--- src/rtl/sync_updown_counter.sv ---
// Modulo-MOD up/down counter with enable, parallel load, wrap/saturate mode,
// terminal-count output and registered wrap / out-of-range-load pulses.
module sync_updown_counter #(
    parameter int unsigned     WIDTH   = 4,
    parameter longint unsigned MOD     = 16,
    parameter longint unsigned RST_VAL = MOD - 1
) (
    input  logic             clk,
    input  logic             rst,
    input  logic             en,
    input  logic             up_dn,
    input  logic             sat,
    input  logic             load,
    input  logic [WIDTH-1:0] din,
    output logic [WIDTH-1:0] q,
    output logic             tc,
    output logic             wrap,
    output logic             err
);

    // Range ends are explicit constants so MOD < 2^WIDTH never leans on natural overflow.
    localparam logic [WIDTH-1:0] MAX_Q = WIDTH'(MOD - 1);
    localparam logic [WIDTH-1:0] RST_Q = WIDTH'(RST_VAL);

    if (WIDTH < 1 || WIDTH > 32) begin : g_bad_width
        $error("sync_updown_counter: WIDTH must be in 1..32");
    end
    if (MOD < 2 || MOD > (64'd1 << WIDTH)) begin : g_bad_mod
        $error("sync_updown_counter: MOD must be in 2..2^WIDTH");
    end
    if (RST_VAL >= MOD) begin : g_bad_rst
        $error("sync_updown_counter: RST_VAL must be below MOD");
    end

    logic [WIDTH-1:0] q_next;
    logic             wrap_next;
    logic             err_next;

    // NOTE: every output of this block gets a default first, so no path can infer a latch.
    always_comb begin
        q_next    = q;
        wrap_next = 1'b0;
        err_next  = 1'b0;
        if (load) begin
            if (din > MAX_Q) begin
                q_next   = MAX_Q;
                err_next = 1'b1;
            end else begin
                q_next = din;
            end
        end else if (en) begin
            if (up_dn) begin
                if (q != MAX_Q) begin
                    q_next = q + WIDTH'(1);
                end else if (!sat) begin
                    q_next    = '0;
                    wrap_next = 1'b1;
                end
            end else begin
                if (q != '0) begin
                    q_next = q - WIDTH'(1);
                end else if (!sat) begin
                    q_next    = MAX_Q;
                    wrap_next = 1'b1;
                end
            end
        end
    end

    // NOTE: state registers use non-blocking assignments so all flops sample together.
    always_ff @(posedge clk) begin
        if (rst) begin
            q    <= RST_Q;
            wrap <= 1'b0;
            err  <= 1'b0;
        end else begin
            q    <= q_next;
            wrap <= wrap_next;
            err  <= err_next;
        end
    end

    assign tc = up_dn ? (q == MAX_Q) : (q == '0);

endmodule

--- config.mk ---
export PLATFORM = sky130hd
export DESIGN_NAME = sync_updown_counter
export DESIGN_NICKNAME = d
export VERILOG_FILES = /design/src/rtl/sync_updown_counter.sv
export SDC_FILE = /design/constraint.sdc
export NUM_CORES = 1
export LEC_CHECK = 0
export CORE_AREA = 2 2 39 41
export CTS_CLUSTER_SIZE = 25
export DETAILED_ROUTE_END_ITERATION = 8
export DIE_AREA = 0 0 41 43
export PLACE_DENSITY = 0.76
export SLEW_MARGIN = 15
export SYNTH_ARGS = -nofsm -noshare
export SYNTH_HDL_FRONTEND = slang
export SYNTH_SLANG_ARGS = --single-unit
--- constraint.sdc ---
create_clock -name clk -period 2 [get_ports clk]
set_input_delay 0.4 -clock clk [delete_from_list [all_inputs] [get_ports clk]]
set_output_delay 0.4 -clock clk [all_outputs]
set_load 0.005 [all_outputs]
==> impl_metrics.env, run 1 <==
export IMPL_status="finished, final reports clean"
export IMPL_post_drt_via_cell_ratio=5.34
export IMPL_cts_buffer_depth=2
export IMPL_overflow=0
export IMPL_clkSinkCount=5
export IMPL_setup_viol=0
export IMPL_maxSlewHeadroom_pct=68.4
export IMPL_port_buffers=15
export IMPL_syn_num_nets=71
export IMPL_diodes=0
export IMPL_power_density_nw_per_um2=531
export IMPL_synth_edff_count=0
export IMPL_syn_area_per_cell_sq_um=7.80
export IMPL_cp_required_ps=1600
export IMPL_fmax_ghz=0.515
export IMPL_wl_per_cell_um=12.4
export IMPL_pin_count=17
export IMPL_post_route_util_pct=52.1
export IMPL_wirelength_mm=1.26
export IMPL_final_hold_viol_count=0
export IMPL_place_hpwl_um=992
export IMPL_yosysUniqueCellTypes=34
export IMPL_nets=98
export IMPL_synth_top_area_share_pct=21.7
export IMPL_clkLatencyLatePin_ps=250
export IMPL_drt_iter0_drc=20
export IMPL_p_leak_nw=0.298
export IMPL_grt_pass1_vias=473
export IMPL_maxCapViolations=0
export IMPL_cp_start_kind="flop"
export IMPL_setup_tns_ps=0
export IMPL_final_area_sq_um=721
export IMPL_syn_cell_area_sq_um=460
export IMPL_seq_area_frac_synth_pct=21.7
export IMPL_grt_antenna_before_repair=0
export IMPL_yosysWarnings=0
export IMPL_grt_usage_pct=17.1
export IMPL_cts_root_buffer_cell="clkbuf_4"
export IMPL_yosys_register_bits=5
export IMPL_yosysTopAreaCell="dfxtp_1"
export IMPL_yosys_top_cells_area="dfxtp_1 (22%), ha_1 (5.4%), mux2_2 (4.9%), a21oi_1 (4.3%), nand2_1 (4.1%)"
export IMPL_ir_drop_uv=285
export IMPL_clk_pin_slew_ps=40
export IMPL_row_count=14
export IMPL_final_cell_count_no_fill=101
export IMPL_power_mw=0.382
export IMPL_synthTopCellsByCount="dfxtp_1 (5), nand2_1 (5), a21oi_1 (4), inv_1 (4), nor2_1 (4)"
export IMPL_grt_pass1_wl_mm=2.02
export IMPL_cts_buffers=3
export IMPL_drive_gt1_share_pct=30.6
export IMPL_synth_main_ff_cell="dfxtp_1"
export IMPL_tightest_slew_ps=463
export IMPL_critical_path_endpoint_type="primary output"
export IMPL_dp_cells=96
export IMPL_min_path_type="reg2reg"
export IMPL_htree_levels=1
export IMPL_cp_max_fo=2
export IMPL_die_x_um=41
export IMPL_rsz0062_at_grt="false"
export IMPL_antenna_left=0
export IMPL_fin_worst_skew_ps=2.67
export IMPL_synth_cells=59
export IMPL_route_detailed_drc=0
export IMPL_async_flop_share_pct=0
export IMPL_area_delta_synth_final_pct=56.5
export IMPL_crit_type="reg2out"
export IMPL_period_share_pct=97.1
export IMPL_placed_cell_area_sq_um=682
export IMPL_start_util_pct=33.3
export IMPL_die_y_um=43
export IMPL_slew_violations=0
export IMPL_routed_via_count=539
export IMPL_cts_tree="built"
export IMPL_crit_arrival_ps=1540
export IMPL_core_area_sq_um=1380
export IMPL_grt_max_degree=11
export IMPL_final_min_clock_period_ps=1940
export IMPL_gp_congestion=0.900
export IMPL_drt_pass1_iterations=4
export IMPL_die_area_sq_um=1760
==> report_power, final <==
group | internal [mW] | total, mW | switching, mW
logic | 0.0849 | 0.151 | 0.0664
registers | 0.108 | 0.112 | 0.00439
clock network | 0.0755 | 0.119 | 0.0433
==> final cells by class <==
type                    instances  area (sq um)
flip-flops and latches          5           100
inverters                       4          15.0
repair buffers                 27           240
well taps                      16          20.0
multi-input cells              45           319
fillers                       134           663
clock buffers                   4          26.3
==> cell families after synthesis <==
family | share of synthesized area, %
AND/OR/NAND/NOR | 29.1
buffers and inverters | 10.1
multiplexers | 4.89
XOR/XNOR | 3.81
adder cells (fa/ha/maj) | 5.43
flip-flops | 21.7
AO/OA/AOI/OAI | 24.2
other | 0.814
==> per-stage QoR <==
stage               worst slack [ps]  hold slack [ps]
finish                          58.7              665
floorplan                        282              490
CTS                             16.5              664
global route                    1.48              686
global placement                -314              656
detailed placement              -338              657
==> layer usage <==
layer	track usage [%]	wire length, um	vias up
li1	-	-	271
met5	0	0	-
met3	4.71	69	0
met2	25.3	673	26
met4	8.00	0	0
met1	21.9	514	242
==> final timing paths <==
check | start | to | slack, ps | depth (start not counted)
max | q[0] | tc | 60 | 5
min | q[1] | q[1] | 660 | 3
max reg2reg | q[0] | q[3] | 110 | 7
min reg2reg | q[1] | q[1] | 660 | 3
==> worst max-delay path, cell delays in order (launching register included) <==
cell             delay [ps]
dfxtp_1                 310
inv_2                    60
ha_2                    170
or4b_4                  470
nand2_2                  90
clkdlybuf4s15_2         200
==> flip-flops by register name (all words and copies together), names as in the netlist <==
signal and count:
wrap 1, q 4
==> repair_timing <==
action,CTS,global route
endpoints found under the setup margin,1,1
hold buffers,0,0
gates resized for setup,5,3
buffers inserted,1,0
pin swaps,2,2
==> placed cells by master, fill, tap and decap left out, types with 2 or more instances in the layout <==
cell type,count
nand2b_1,3
nand3_1,3
dfxtp_1,5
clkbuf_4,3
nand2_1,4
o211ai_1,2
mux2_2,2
nor2_1,4
inv_1,2
buf_4,12
inv_2,2
clkdlybuf4s50_1,13
a21oi_1,4
a41oi_1,2
Note: power is estimated with default switching activity, not from simulation.
==> inputs of run 2 (changes only) <==
Settings changed: CTS_CLUSTER_DIAMETER from default to 50, MAX_ROUTING_LAYER from default to met4.
==> impl_metrics.env, run 2 (synthesis gave the netlist of run 1 again) <==
export IMPL_rsz0062_at_grt="false"
export IMPL_gp_congestion=0.915
export IMPL_critPathBufInv=2
export IMPL_drt_iter0_drc=21
export IMPL_fillers=134
export IMPL_clkLatencyLatePin_ps=250
export IMPL_met2WireLength_um=654
export IMPL_wirelength_mm=1.25
export IMPL_drt_pass1_iterations=4
export IMPL_routed_via_count=535
export IMPL_area_delta_synth_final_pct=56.5
export IMPL_die_y_um=43
export IMPL_min_path_type="reg2reg"
export IMPL_final_min_clock_period_ps=1940
export IMPL_setup_viol=0
export IMPL_cp_required_ps=1600
export IMPL_final_area_sq_um=721
export IMPL_holdBufCountCts=0
export IMPL_pin_count=17
export IMPL_row_count=14
export IMPL_diodes=0
export IMPL_die_area_sq_um=1760
export IMPL_place_ws_ps=-338
export IMPL_grt_usage_pct=17.5
export IMPL_cp_max_fo=2
export IMPL_htree_levels=1
export IMPL_mostFrequentLayoutCell="clkdlybuf4s50_1"
export IMPL_critPathLaunch="q[0]"
export IMPL_cts_buffer_depth=2
export IMPL_largest_reg_flops=4
export IMPL_cts_root_buffer_cell="clkbuf_4"
export IMPL_start_util_pct=33.3
export IMPL_cpPeakStageDelay_ps=470
export IMPL_critical_path_endpoint_type="primary output"
export IMPL_crit_arrival_ps=1540
export IMPL_top_register="q"
export IMPL_cts_tree="built"
export IMPL_p_leak_nw=0.298
export IMPL_worst_slack_ps=57.2
export IMPL_fin_worst_skew_ps=2.62
export IMPL_route_detailed_drc=0
export IMPL_clkSinkCount=5
export IMPL_grt_pass1_vias=470
export IMPL_cts_buffers=3
export IMPL_crit_type="reg2out"
export IMPL_placed_cell_area_sq_um=682
export IMPL_grt_max_degree=11
export IMPL_die_x_um=41
export IMPL_timing_rr_start="q[0]"
export IMPL_ir_drop_uv=286
export IMPL_crit_path_cell_trace="inv_2, ha_2, or4b_4, nand2_2, clkdlybuf4s15_2"
export IMPL_antenna_left=0
export IMPL_port_buffers=15
export IMPL_grt_antenna_before_repair=0
export IMPL_register_area_sq_um=100
export IMPL_drive_gt1_share_pct=30.6
export IMPL_power_density_nw_per_um2=530
export IMPL_multi_input_area_sq_um=319
export IMPL_final_hold_viol_count=0
export IMPL_fmax_ghz=0.515
export IMPL_status="finished, final reports clean"
export IMPL_grt_pass1_wl_mm=2.02
export IMPL_path_delay_family="simple AND/OR/NAND/NOR gates"
export IMPL_wl_per_cell_um=12.4
export IMPL_worstHoldStart="q[1]"
export IMPL_overflow=0
export IMPL_period_share_pct=97.1
export IMPL_final_cell_count_no_fill=101
export IMPL_slew_violations=0
export IMPL_clk_pin_slew_ps=40
export IMPL_critPathSlowestCell="or4b_4"
export IMPL_nets=98
export IMPL_wirelength_met1_um=519
export IMPL_met3WireLength_um=68
export IMPL_layout_common_cells="clkdlybuf4s50_1 (13), buf_4 (12), dfxtp_1 (5)"
export IMPL_reg_top3="q (4), wrap (1)"
export IMPL_highest_layer="met4"
export IMPL_post_drt_via_cell_ratio=5.30
export IMPL_maxCapViolations=0
export IMPL_core_area_sq_um=1380
export IMPL_cp_start_kind="flop"
export IMPL_place_hpwl_um=992
export IMPL_dp_cells=96
[run 2: final timing paths]
kind,slack (ps),to,cells after the start
setup / recovery,60,tc,5
hold / removal,670,q[1],3
setup reg to reg,110,q[3],7
hold reg to reg,670,q[1],3
[run 2: where the power goes]
| part | total [mW] | leakage, nW | switching (mW) | internal, mW |
|---|---|---|---|---|
| Combinational | 0.151 | 0.242 | 0.0661 | 0.0848 |
| Clock | 0.119 | 0.0150 | 0.0435 | 0.0755 |
| Sequential | 0.112 | 0.0414 | 0.00438 | 0.108 |
| Total | 0.382 | 0.298 | 0.114 | 0.268 |
[run 2: cell type report]
type	count	area share, %
tap	16	2.78
timing repair buffer	27	33.3
multi-input combinational	45	44.3
sequential	5	13.9
clock buffer	4	3.65
inverter	4	2.08
[run 2: metrics by stage]
stage | TNS (ps) | power (mW) | util [%] | hold WS [ps]
after floorplan | 0 | 0.190 | - | 490
after detailed placement | -898 | 0.260 | 49.3 | 657
after CTS | 0 | 0.387 | 51.9 | 664
final | 0 | 0.382 | 52.1 | 665
after global routing | 0 | 0.408 | 52.1 | 686
after global placement | -670 | 0.257 | 49.3 | 656
[run 2: layer usage]
layer	global-route usage, %	up-vias
met2	25.3	26
li1	-	271
met1	21.9	236
met4	8.00	0
met3	4.71	2
met5	-	-
[run 2: what timing repair did]
action                                  in CTS  in global routing
pin swaps                                    2                  2
endpoints found under the setup margin       1                  1
buffers inserted                             1                  0
resized for setup                            5                  3
[run 2: tightest hold or removal path: cells and delay by family, from the launching register on]
family	cells	cell delay, ps
buffers and inverters	1	150
AOI/OAI and AO/OA	1	90
and+or+nand+nor	1	60
DFF	1	310
==> inputs of run 3 (changes only) <==
Settings changed: RECOVER_POWER from default to 100, SETUP_SLACK_MARGIN from default to 0.2.
==> impl_metrics.env, run 3 (synthesis gave the netlist of run 1 again) <==
export IMPL_status="finished, final reports clean"
export IMPL_worst_slack_ps=125
export IMPL_final_area_sq_um=748
export IMPL_placed_cell_area_sq_um=682
export IMPL_cts_buffer_depth=2
export IMPL_row_count=14
export IMPL_power_mw=0.395
export IMPL_cts_root_buffer_cell="clkbuf_4"
export IMPL_place_hpwl_um=992
export IMPL_setup_viol=0
export IMPL_htree_levels=1
export IMPL_cts_tree="built"
export IMPL_wirelength_mm=1.37
export IMPL_drt_iter0_drc=21
export IMPL_gp_congestion=0.915
export IMPL_route_detailed_drc=0
export IMPL_wl_per_cell_um=13.4
export IMPL_ir_drop_uv=295
export IMPL_start_util_pct=33.3
export IMPL_nets=99
export IMPL_maxCapViolations=0
export IMPL_place_ws_ps=-338
export IMPL_core_area_sq_um=1380
export IMPL_critPathSlowestCell="or4b_4"
export IMPL_cp_start_kind="flop"
export IMPL_crit_type="reg2reg"
export IMPL_grt_pass1_wl_mm=2.17
export IMPL_clkSinkCount=5
export IMPL_final_cell_count_no_fill=102
export IMPL_power_density_nw_per_um2=528
export IMPL_largest_reg_flops=4
export IMPL_whs_ps=662
export IMPL_critPathBufInv=2
export IMPL_diodes=0
export IMPL_area_delta_synth_final_pct=62.5
export IMPL_clkLatencyLatePin_ps=250
export IMPL_grt_usage_pct=18.7
export IMPL_clk_pin_slew_ps=40
export IMPL_die_area_sq_um=1760
export IMPL_post_route_util_pct=54.1
export IMPL_setup_tns_ps=0
export IMPL_grt_max_degree=11
export IMPL_drt_pass1_iterations=4
export IMPL_top_register="q"
export IMPL_die_x_um=41
export IMPL_period_share_pct=93.7
export IMPL_slew_violations=0
export IMPL_antenna_left=0
export IMPL_cp_required_ps=2170
export IMPL_p_leak_nw=0.305
export IMPL_layout_common_cells="clkdlybuf4s50_1 (11), buf_4 (11), nand2_1 (4), a21oi_1 (4), nor2_1 (4)"
export IMPL_crit_path_cell_trace="inv_1, ha_4, or4b_4, clkbuf_1, a21o_4, and4_4, a211oi_2"
export IMPL_fin_worst_skew_ps=0.113
export IMPL_drive_gt1_share_pct=33.7
export IMPL_maxSlewHeadroom_pct=67.1
export IMPL_grt_antenna_before_repair=0
export IMPL_path_delay_family="simple AND/OR/NAND/NOR gates"
export IMPL_tightest_slew_ps=481
export IMPL_grt_pass1_vias=484
export IMPL_post_drt_via_cell_ratio=5.40
export IMPL_die_y_um=43
export IMPL_final_hold_viol_count=0
export IMPL_crit_arrival_ps=2040
export IMPL_cpPeakStageDelay_ps=460
export IMPL_cts_buffers=3
export IMPL_fmax_ghz=0.533
export IMPL_min_path_type="reg2reg"
export IMPL_reg_top3="q (4), wrap (1)"
export IMPL_dp_cells=96
export IMPL_rsz0062_at_grt="true"
export IMPL_routed_via_count=551
export IMPL_final_min_clock_period_ps=1870
export IMPL_pin_count=17
export IMPL_overflow=0
export IMPL_critical_path_endpoint_type="flop"
export IMPL_port_buffers=15
export IMPL_cp_max_fo=4
## run 3: cell types whose count changed in the layout (fill, tap and decap cells not counted), moves of 2 or more
cell / before / now
clkdlybuf4s50_1: 13 / 11
clkbuf_1: 1 / 3
dfxtp_2: 0 / 2
dlygate4sd3_1: 0 / 2
dfxtp_1: 5 / 3
## run 3: per-layer routing
| metal | vias up | GRT usage (%) | wire (um) |
|---|---|---|---|
| met5 | - | - | 0 |
| met1 | 251 | 24.4 | 567 |
| li1 | 272 | - | - |
| met3 | 6 | 4.71 | 62 |
| met4 | 0 | 8.00 | 20 |
| met2 | 22 | 26.6 | 714 |
## run 3: timing repair
item                                    CTS  global route
hold buffers                              0             0
gates resized for setup                  13             4
buffers inserted                          2             0
pin swaps                                 4             1
endpoints found under the setup margin    5             5
## run 3: where the power goes
part           switching [mW]  internal (mW)  leakage, nW  total (mW)
combinational          0.0737         0.0877        0.249       0.161
clock                  0.0454         0.0757       0.0150       0.121
sequential            0.00386          0.109       0.0409       0.112
total                   0.123          0.272        0.305       0.395
## run 3: final timing paths
kind / start / to / slack (ps) / cells after the start
setup / recovery: q[0] / q[2] / 130 / 7
hold reg to reg: q[1] / q[1] / 660 / 3
hold / removal: q[1] / q[1] / 660 / 3
setup reg to reg: q[0] / q[2] / 130 / 7
## run 3: tightest hold or removal path, cell delays in order (launching register included)
cell     delay [ps]
dfxtp_2         310
buf_4           150
nand3_1          60
a41oi_1          90
## run 3: final cells by class
| class | count | area, sq um |
|---|---|---|
| fill | 136 | 636 |
| multi-input combinational | 45 | 350 |
| timing repair buffer | 28 | 234 |
| inverter | 4 | 15.0 |
| sequential | 5 | 103 |
| tap | 16 | 20.0 |
| clock buffer | 4 | 26.3 |
